**config.mk**
```make
export PLATFORM = sky130hd
export DESIGN_NAME = xfer_arbiter
export DESIGN_NICKNAME = d
export VERILOG_FILES = /design/src/rtl/xfer_pkg.sv /design/src/rtl/rr_arb2.sv /design/src/rtl/xfer_arbiter.sv
export SDC_FILE = /design/constraint.sdc
export NUM_CORES = 1
export LEC_CHECK = 0
export CELL_PAD_IN_SITES_DETAIL_PLACEMENT = 0
export CELL_PAD_IN_SITES_GLOBAL_PLACEMENT = 1
export CORE_MARGIN = 1.5
export CORE_UTILIZATION = 37
export CTS_BUF_LIST = sky130_fd_sc_hd__clkbuf_4 sky130_fd_sc_hd__clkbuf_8 sky130_fd_sc_hd__clkbuf_16
export DETAILED_ROUTE_END_ITERATION = 10
export PLACE_DENSITY = 0.87
export SKIP_CTS_REPAIR_TIMING = 1
export SLEW_MARGIN = 0
export SYNTH_ARGS = -nofsm -noshare
export SYNTH_HDL_FRONTEND = slang
export SYNTH_HIERARCHICAL = 1
export SYNTH_SLANG_ARGS = --single-unit
```
**constraint.sdc**
```tcl
create_clock -name clk -period 3.6 [get_ports clk]
set_clock_uncertainty 0.1 [all_clocks]
set_input_delay 0.72 -clock clk [delete_from_list [all_inputs] [get_ports clk]]
set_output_delay 0.72 -clock clk [all_outputs]
set_load 0.05 [all_outputs]
```
**src/rtl/xfer_pkg.sv**
```systemverilog
// Shared types and defaults for the two-client SDRAM transfer arbiter.
package xfer_pkg;

  localparam int unsigned ADDRESSWIDTH_DEFAULT = 8;
  localparam int unsigned TIMEOUT_DEFAULT      = 1023;
  localparam int unsigned WDOG_W               = 16;

  typedef enum logic [1:0] {
    IDLE     = 2'd0,
    ISSUE    = 2'd1,
    BUSY     = 2'd2,
    COMPLETE = 2'd3
  } state_t;

  // Client index to one-hot grant/done vector.
  function automatic logic [1:0] client_onehot(input logic idx);
    return idx ? 2'b10 : 2'b01;
  endfunction

endpackage

```
**src/rtl/rr_arb2.sv**
```systemverilog
// Two-way round-robin selector: on contention the client not granted last wins.
module rr_arb2 (
  input  logic [1:0] req,
  input  logic       last,
  output logic [1:0] gnt
);

  always_comb begin
    gnt = 2'b00;
    case (req)
      2'b01:   gnt = 2'b01;
      2'b10:   gnt = 2'b10;
      2'b11:   gnt = last ? 2'b01 : 2'b10;
      default: gnt = 2'b00;
    endcase
  end

endmodule

```
**src/rtl/xfer_arbiter.sv**
```systemverilog
// Arbitrates two clients onto one SDRAM read/write master pair, with
// one-shot go, watchdog abort and per-client completion pulses.
module xfer_arbiter
  import xfer_pkg::*;
#(
  parameter int unsigned ADDRESSWIDTH = ADDRESSWIDTH_DEFAULT,
  parameter int unsigned TIMEOUT      = TIMEOUT_DEFAULT
) (
  input  logic                    clk,
  input  logic                    reset,
  input  logic                    req0,
  input  logic                    req1,
  input  logic                    rw0,
  input  logic                    rw1,
  input  logic [ADDRESSWIDTH-1:0] base0,
  input  logic [ADDRESSWIDTH-1:0] base1,
  input  logic [ADDRESSWIDTH-1:0] len0,
  input  logic [ADDRESSWIDTH-1:0] len1,
  input  logic                    fixed0,
  input  logic                    fixed1,
  output logic [1:0]              gnt,
  output logic                    done0,
  output logic                    done1,
  output logic                    err,
  output logic                    ctl_wr_go,
  output logic                    ctl_wr_fixed_location,
  output logic [ADDRESSWIDTH-1:0] ctl_wr_addr_base,
  output logic [ADDRESSWIDTH-1:0] ctl_wr_length,
  input  logic                    ctl_wr_done,
  output logic                    ctl_rd_go,
  output logic                    ctl_rd_fixed_location,
  output logic [ADDRESSWIDTH-1:0] ctl_rd_addr_base,
  output logic [ADDRESSWIDTH-1:0] ctl_rd_length,
  input  logic                    ctl_rd_done
);

  localparam int unsigned AW = ADDRESSWIDTH;

  state_t            state_q, state_nx;
  logic [1:0]        gnt_nx;
  logic [1:0]        done_q, done_nx;
  logic              err_nx;
  logic              wr_go_nx, rd_go_nx;
  logic              rw_q, rw_nx;
  logic              last_q, last_nx;
  logic [WDOG_W-1:0] wdog_q, wdog_nx, wdog_inc;
  logic              wr_fixed_nx, rd_fixed_nx;
  logic [AW-1:0]     wr_base_nx, wr_len_nx, rd_base_nx, rd_len_nx;

  logic [1:0]        arb_gnt;
  logic              sel;
  logic              sel_rw, sel_fixed;
  logic [AW-1:0]     sel_base, sel_len;
  logic              act_done;

  rr_arb2 u_rr_arb2 (
    .req  ({req1, req0}),
    .last (last_q),
    .gnt  (arb_gnt)
  );

  assign sel       = arb_gnt[1];
  assign sel_rw    = sel ? rw1    : rw0;
  assign sel_fixed = sel ? fixed1 : fixed0;
  assign sel_base  = sel ? base1  : base0;
  assign sel_len   = sel ? len1   : len0;
  assign wdog_inc  = wdog_q + WDOG_W'(1);

  // Only the direction in flight may complete the transfer.
  assign act_done  = rw_q ? ctl_wr_done : ctl_rd_done;

  assign done0 = done_q[0];
  assign done1 = done_q[1];

  always_comb begin
    state_nx    = state_q;
    gnt_nx      = gnt;
    done_nx     = 2'b00;
    err_nx      = 1'b0;
    wr_go_nx    = 1'b0;
    rd_go_nx    = 1'b0;
    rw_nx       = rw_q;
    last_nx     = last_q;
    wdog_nx     = wdog_q;
    wr_fixed_nx = ctl_wr_fixed_location;
    wr_base_nx  = ctl_wr_addr_base;
    wr_len_nx   = ctl_wr_length;
    rd_fixed_nx = ctl_rd_fixed_location;
    rd_base_nx  = ctl_rd_addr_base;
    rd_len_nx   = ctl_rd_length;

    case (state_q)
      IDLE: begin
        wdog_nx = '0;
        if (arb_gnt != 2'b00) begin
          gnt_nx = arb_gnt;
          rw_nx  = sel_rw;
          if (sel_rw) begin
            wr_fixed_nx = sel_fixed;
            wr_base_nx  = sel_base;
            wr_len_nx   = sel_len;
          end else begin
            rd_fixed_nx = sel_fixed;
            rd_base_nx  = sel_base;
            rd_len_nx   = sel_len;
          end
          // Zero-length requests complete without touching the masters.
          if (sel_len == '0) begin
            state_nx = COMPLETE;
            done_nx  = client_onehot(sel);
          end else begin
            state_nx = ISSUE;
          end
        end
      end

      ISSUE: begin
        wr_go_nx = rw_q;
        rd_go_nx = ~rw_q;
        wdog_nx  = '0;
        state_nx = BUSY;
      end

      BUSY: begin
        // A done level still present while go is out belongs to the previous job.
        if (act_done && !(ctl_wr_go || ctl_rd_go)) begin
          state_nx = COMPLETE;
          done_nx  = gnt;
        end else if (wdog_inc == WDOG_W'(TIMEOUT)) begin
          state_nx = COMPLETE;
          done_nx  = gnt;
          err_nx   = 1'b1;
        end else begin
          wdog_nx = wdog_inc;
        end
      end

      COMPLETE: begin
        state_nx    = IDLE;
        gnt_nx      = 2'b00;
        rw_nx       = 1'b0;
        last_nx     = gnt[1];
        wdog_nx     = '0;
        wr_fixed_nx = 1'b0;
        wr_base_nx  = '0;
        wr_len_nx   = '0;
        rd_fixed_nx = 1'b0;
        rd_base_nx  = '0;
        rd_len_nx   = '0;
      end

      default: state_nx = IDLE;
    endcase
  end

  // last_q resets to client 1 so that client 0 wins the first contention.
  always_ff @(posedge clk or negedge reset) begin
    if (!reset) begin
      state_q               <= IDLE;
      gnt                   <= 2'b00;
      done_q                <= 2'b00;
      err                   <= 1'b0;
      ctl_wr_go             <= 1'b0;
      ctl_rd_go             <= 1'b0;
      rw_q                  <= 1'b0;
      last_q                <= 1'b1;
      wdog_q                <= '0;
      ctl_wr_fixed_location <= 1'b0;
      ctl_wr_addr_base      <= '0;
      ctl_wr_length         <= '0;
      ctl_rd_fixed_location <= 1'b0;
      ctl_rd_addr_base      <= '0;
      ctl_rd_length         <= '0;
    end else begin
      state_q               <= state_nx;
      gnt                   <= gnt_nx;
      done_q                <= done_nx;
      err                   <= err_nx;
      ctl_wr_go             <= wr_go_nx;
      ctl_rd_go             <= rd_go_nx;
      rw_q                  <= rw_nx;
      last_q                <= last_nx;
      wdog_q                <= wdog_nx;
      ctl_wr_fixed_location <= wr_fixed_nx;
      ctl_wr_addr_base      <= wr_base_nx;
      ctl_wr_length         <= wr_len_nx;
      ctl_rd_fixed_location <= rd_fixed_nx;
      ctl_rd_addr_base      <= rd_base_nx;
      ctl_rd_length         <= rd_len_nx;
    end
  end

endmodule

```
[Yosys cells after proc, flatten, opt, wreduce, memory -nomap -nowiden]
Cells that the tools add are included.
Operators by class
  equality and inequality tests: 13
  reductions and logical operators: 13
  add/subtract/negate cells: 1
  muxes and demuxes: 48
  bitwise operators: 1
Operators with widths (count)
  2-to-1 mux 8 bit: 10
  one-hot mux 8 bit (2 select lines): 4
  2-to-1 mux 16 bit: 2
  one-hot mux 16 bit (2 select lines): 1
  2-to-1 mux 2 bit: 11
  adder 16 x 1 -> 16 bit, second input constant: 1
  equality test 16 x 10 -> 1 bit, second input constant: 1
  2-to-1 mux 1 bit: 13
  != test 2 bit, second input constant: 5
  equality test 2 bit, second input constant: 4
  zero test 8 bit: 1
  one-hot mux 2 bit (2 select lines): 2
  one-hot mux 2 bit (4 select lines): 1
  one-hot mux 1 bit (2 select lines): 3
  one-hot mux 2 bit (3 select lines): 1
  AND reduction 2 bit: 3
  AND reduction 3 bit: 2
  equality test 2 x 1 -> 1 bit, second input constant: 2
  nonzero test 2 bit: 2
  != test 3 bit, second input constant: 1
  OR reduction 3 bit: 1
  zero test 2 bit: 1
  logical AND 1 bit: 1
  zero test 1 bit: 1
  other kinds (2): 2
Word-level totals
  bits in registers: 61
  bits of input ports: 42
  output and inout port bits: 41
  word-level logic and storage cells: 91

[Depth between registers and ports, before layout]
  depth after elaboration: 7
  depth in mapped cells: 10
  mapped depth without buffers: 8

[By module]
The synthesis kept the hierarchy.
By module, submodules not included
  xfer_arbiter: seq. area each 1527.7 um^2, cells an instance 349, instances 1, area an instance 3286.9 um^2
  rr_arb2: seq. area each 0.0 um^2, cells an instance 3, instances 1, area an instance 18.8 um^2

[Least setup slack after synthesis]
No wires, ideal clock.
  path type: register to register
  from: register wdog_q[1]
  to: register wdog_q[8]
  buffers on the path: 2
  cell stages (with the launch flop): 11
  clock period less this slack: 2.507 ns
  arrival time: 2.315 ns
  slack: 1.093 ns
  required time: 3.408 ns
  setup time: 0.092 ns
  cells stage by stage: dfrtp_1 -> ha_1 -> clkbuf_1 -> nand2_1 -> or4_4 -> nand3_2 -> o21ai_2 -> a31o_2 -> or2_1 -> buf_6 -> o31ai_2
Between the ends
  word-level cells in the longest chain between the ends: 4
  elaborated cells on any way between the ends: 7
  those cells by class: 1 x add/sub; 2 x eq/ne; 3 x mux; 1 x reduce/logical
Ends and longest elaborated chain
  from (decl): line xfer_arbiter.sv:46  | logic [WDOG_W-1:0] wdog_q, wdog_nx, wdog_inc;
  from (signal assigned): line xfer_arbiter.sv:183  | wdog_q <= wdog_nx;
  adder 16 x 1 -> 16 bit *: line xfer_arbiter.sv:67  | assign wdog_inc = wdog_q + WDOG_W'(1);
  equality test 16 x 10 -> 1 bit / 2-to-1 mux 16 bit (equally long branches): line xfer_arbiter.sv:129  | end else if (wdog_inc == WDOG_W'(TIMEOUT)) begin
  != test 2 bit (no source line) / 2-to-1 mux 16 bit (equally long branches)
  AND reduction 2 bit (no source line) / one-hot mux 16 bit (2 select lines) (equally long branches)
Every way passes the cells marked *; elsewhere a longest branch is shown, timed or not. The select of a mux whose other input is x is not followed.
A chain may end at the register's enable or synchronous reset.

[Worst setup path in the final report]
  from: register wdog_q[3]
  to: register wdog_q[14]
Same word-level chain as after synthesis.

==> summary.txt <==
STA
  – Max-slew violations: 0
  – RSZ-0062 raised after global routing: false
  – Min Clock Period, post-route: 2.95 ns
  – # setup viols final: 0
  – Slew headroom: roughly a quarter
  – FMAX: about 340 MHz
  – Setup TNS: 0 ns
  – Worst Hold Margin: around 0.32 ns
  – Final Hold Fails: 0
  – Slew @ Worst Pin: about 1.1 ns
  – Final period utilization: 81.9%

Detailed routing
  – Routed len/inst: 15.7 um
  – Met1 Wirelength: 3750 um
  – DR pass1 iterations: 4
  – Met2 Wirelength: approximately 4000 um
  – DRC: 0
  – Met3 wire length: ~670 um
  – DR vias: 2896
  – Final wirelength: roughly 8500 um
  – Post-route ant nets: 0
  – Top Layer Used: met4
  – Via density: approximately 5.4
  – First-iteration detailed-routing DRC count: 108

Clock network
  – TritonCTS clock tree: built
  – Clk slew on worst S/H paths: approximately 0.08 ns
  – # clock sinks: between 60 and 70
  – # H-tree levels: 3
  – Cts bufs inserted: 9
  – Root Driver: clkbuf_8
  – Worst-Skew Late Latency: between 0.3 and 0.4 ns
  – Deepest clock path buffer count: 2

Critical path
  – Launch point of the worst reg-to-reg path: wdog_q[3]
  – R2R depth: 7
  – Crit Path Max Fanout: 10
  – Biggest cell delay along the critical path: 0.49 ns
  – Critical Path AT: just over 3 ns
  – Worst setup EP type: flop
  – CP Launch Type: flop
  – Setup CP Type: reg -> reg
  – Critical path, cell by cell: and4_1 > nand3_1 > o31a_1 > nor3_1 > a31o_2 > or2_1 > o21ai_0
  – Required @ worst endpoint: approximately 3.7 ns
  – Worst R2R End: wdog_q[14]
  – Slowest CP cell: dfrtp_1
  – Reg2reg setup slack: about 0.65 ns

Worst hold path
  – Worst min path class: in -> async

Floorplanning
  – Die ar.: 0.00951 mm^2
  – Die W: a little under 100 um
  – Rows: 34
  – Die height: approximately 98 um
  – Effective utilization at floorplan: between 30% and 40%
  – IO Count: between 80 and 90
  – Core box area: between 0.008 and 0.009 mm^2

Synthesis
  – Post-synth net total: ~400
  – Number of synthesized flops with an enable pin: 0
  – Ys Warns: 6
  – Top cell type's share of synthesized area: between 40 and 50%
  – Number of library cell types mapped by synthesis: 53
  – Synth area leaders: dfrtp_1, nand2_1, mux2i_1
  – Synthesized area: ~0.0033 mm^2
  – Most common library cells after synthesis: nand2_1, dfrtp_1, nor2_1
  – Synth Register Bits: ~60
  – Most frequent cell after synthesis: nand2_1
  – Syn Area/Cell: 9.39 um^2
  – Post-synth top area cell: dfrtp_1
  – Synth async-reset ratio: 100%
  – Synthesized instance count: 352
  – Top FF cell, synth: dfrtp_1
  – Post-synthesis sequential area ratio: between 40% and 50%

Global route
  – First-pass GRT wire length: between 10000 and 15000 um
  – Largest net degree at the start of global routing: 32
  – Total GRT Usage: 18.9%
  – Initial antenna violation count: 0
  – Overflow after GRT: 0
  – Vias in the first global route: approximately 2.9k

Pwr
  – P_int: about 2100 uW
  – Gate power share: about 52%
  – Pwr Total: a little under 4000 uW
  – PwrDens: a little under 900 mW/mm^2
  – Psw: roughly 1800 uW
  – Worst vdd ir: approximately 550 uV
  – Static Leak: around 0.0019 uW
  – Clock power share: roughly a fifth
  – Sw Ratio: 46.0%
  – Sequential power share: between 20% and 30%

Finish
  – FILL cells: between 800 and 900
  – Core Util, Final: between 50% and 60%
  – Nets: 477
  – Seq. cell area: 0.00153 mm^2
  – Share of layout cells above drive strength 1: a little over a tenth
  – Multi-input gate area: roughly 0.0016 mm^2
  – Area growth from synthesis to layout: 34.8%
  – Inserted Diodes: 0

Outcome
  – Status: finished clean

Placement
  – Port Buffer Count: between 80 and 90
  – GPL Wtd Cong: ~0.8
  – Detailed Place HPWL: 6220 um

Run
  – Max_cap viols: 0
[placed cells by master, fill, tap and decap left out, drive strengths merged, types with 2 or more instances in the layout]
master / synthesis / layout
nand4: 3 / 3
dfrtp: 60 / 60
ha: 7 / 7
a21oi: 11 / 11
buf: 10 / 6
o22ai: 2 / 2
bufinv: 0 / 3
xnor2: 4 / 4
nand2: 65 / 65
nor3: 3 / 3
inv: 11 / 11
nand3: 14 / 14
mux2i: 18 / 18
a31oi: 3 / 3
clkbuf: 12 / 11
o31a: 2 / 2
nor4: 3 / 3
and2: 3 / 3
a21o: 3 / 3
o21ai: 28 / 28
nor2: 27 / 27
mux2: 11 / 11
o31ai: 14 / 14
a21boi: 2 / 2
o2bb2ai: 2 / 2
and3: 3 / 3
nor2b: 2 / 2
clkdlybuf4s50: 0 / 81
and4: 2 / 2
o41ai: 5 / 5
or4: 7 / 7
[critical path: cells and delay by family (launching register included)]
family | cells | cell delay, ns
AO/OA/AOI/OAI | 3 | 0.77
AND/OR/NAND/NOR | 4 | 1.43
flip-flops | 1 | 0.49
[kinds of logic (layout without fill, tap and decap cells)]
group,count (synthesis),after routing,share of synthesized area (%)
AO/OA/AOI/OAI,80,80,17.1
XOR/XNOR,5,5,1.32
flip-flops,61,61,46.2
adder cells (fa/ha/maj),7,7,2.65
multiplexers,29,29,9.20
AND/OR/NAND/NOR,137,137,19.2
buffers and inverters,33,114,4.35
[stage by stage]
| step | std cells | area (um^2) | setup WS [ns] |
|---|---|---|---|
| 2_1_floorplan | 352 | 3310 | 1.09 |
| 3_3_place_gp | 525 | 4200 | 0.680 |
| 3_5_place_dp | 525 | 4200 | 0.576 |
| 4_1_cts | 541 | 4460 | 0.632 |
| 5_1_grt | 541 | 4460 | 0.441 |
| 6_report | 541 | 4460 | 0.650 |
[layout make-up]
cell class | instances | area share, %
Inverter | 11 | 0.926
Multi-Input combinational cell | 258 | 36.8
Tap cell | 108 | 3.03
Sequential cell | 61 | 34.3
Clock buffer | 11 | 3.40
Timing Repair Buffer | 87 | 19.1
Clock inverter | 5 | 2.39
[routing by layer]
layer	vias up	GRT usage [%]
met5	-	0
met4	0	6.37
met3	4	6.62
met2	98	30.3
met1	1383	23.6
li1	1411	-
[power by group through the flow]
stage | Sequential, uW | Clock, uW | Combinational (uW)
final | 1090 | 786 | 2040
after global routing | 1120 | 835 | 2180
after CTS | 1090 | 796 | 2060
after detailed placement | 1090 | 0 | 2060
after global placement | 1090 | 0 | 2020
after floorplan | 1750 | 0 | 720
[how the worst max path moves through the flow]
stage | from | slack (ns) | end
after CTS | wdog_q[3] | 0.63 | wdog_q[14]
after global placement | req1 | 0.68 | ctl_rd_addr_base[5]
after global routing | wdog_q[3] | 0.44 | wdog_q[14]
after floorplan | wdog_q[1] | 1.09 | wdog_q[8]
final | wdog_q[3] | 0.65 | wdog_q[14]
after detailed placement | req1 | 0.58 | ctl_rd_addr_base[7]
[state kept, by name, summed over array words and instances, names as in the netlist, 2 cells and up]
name	count
wdog_q	16
ctl_rd_addr_base	8
ctl_rd_length	8
ctl_wr_addr_base	8
ctl_wr_length	8
done_q	2
gnt	2
state_q	2
Power figures use the tool's default switching activity.
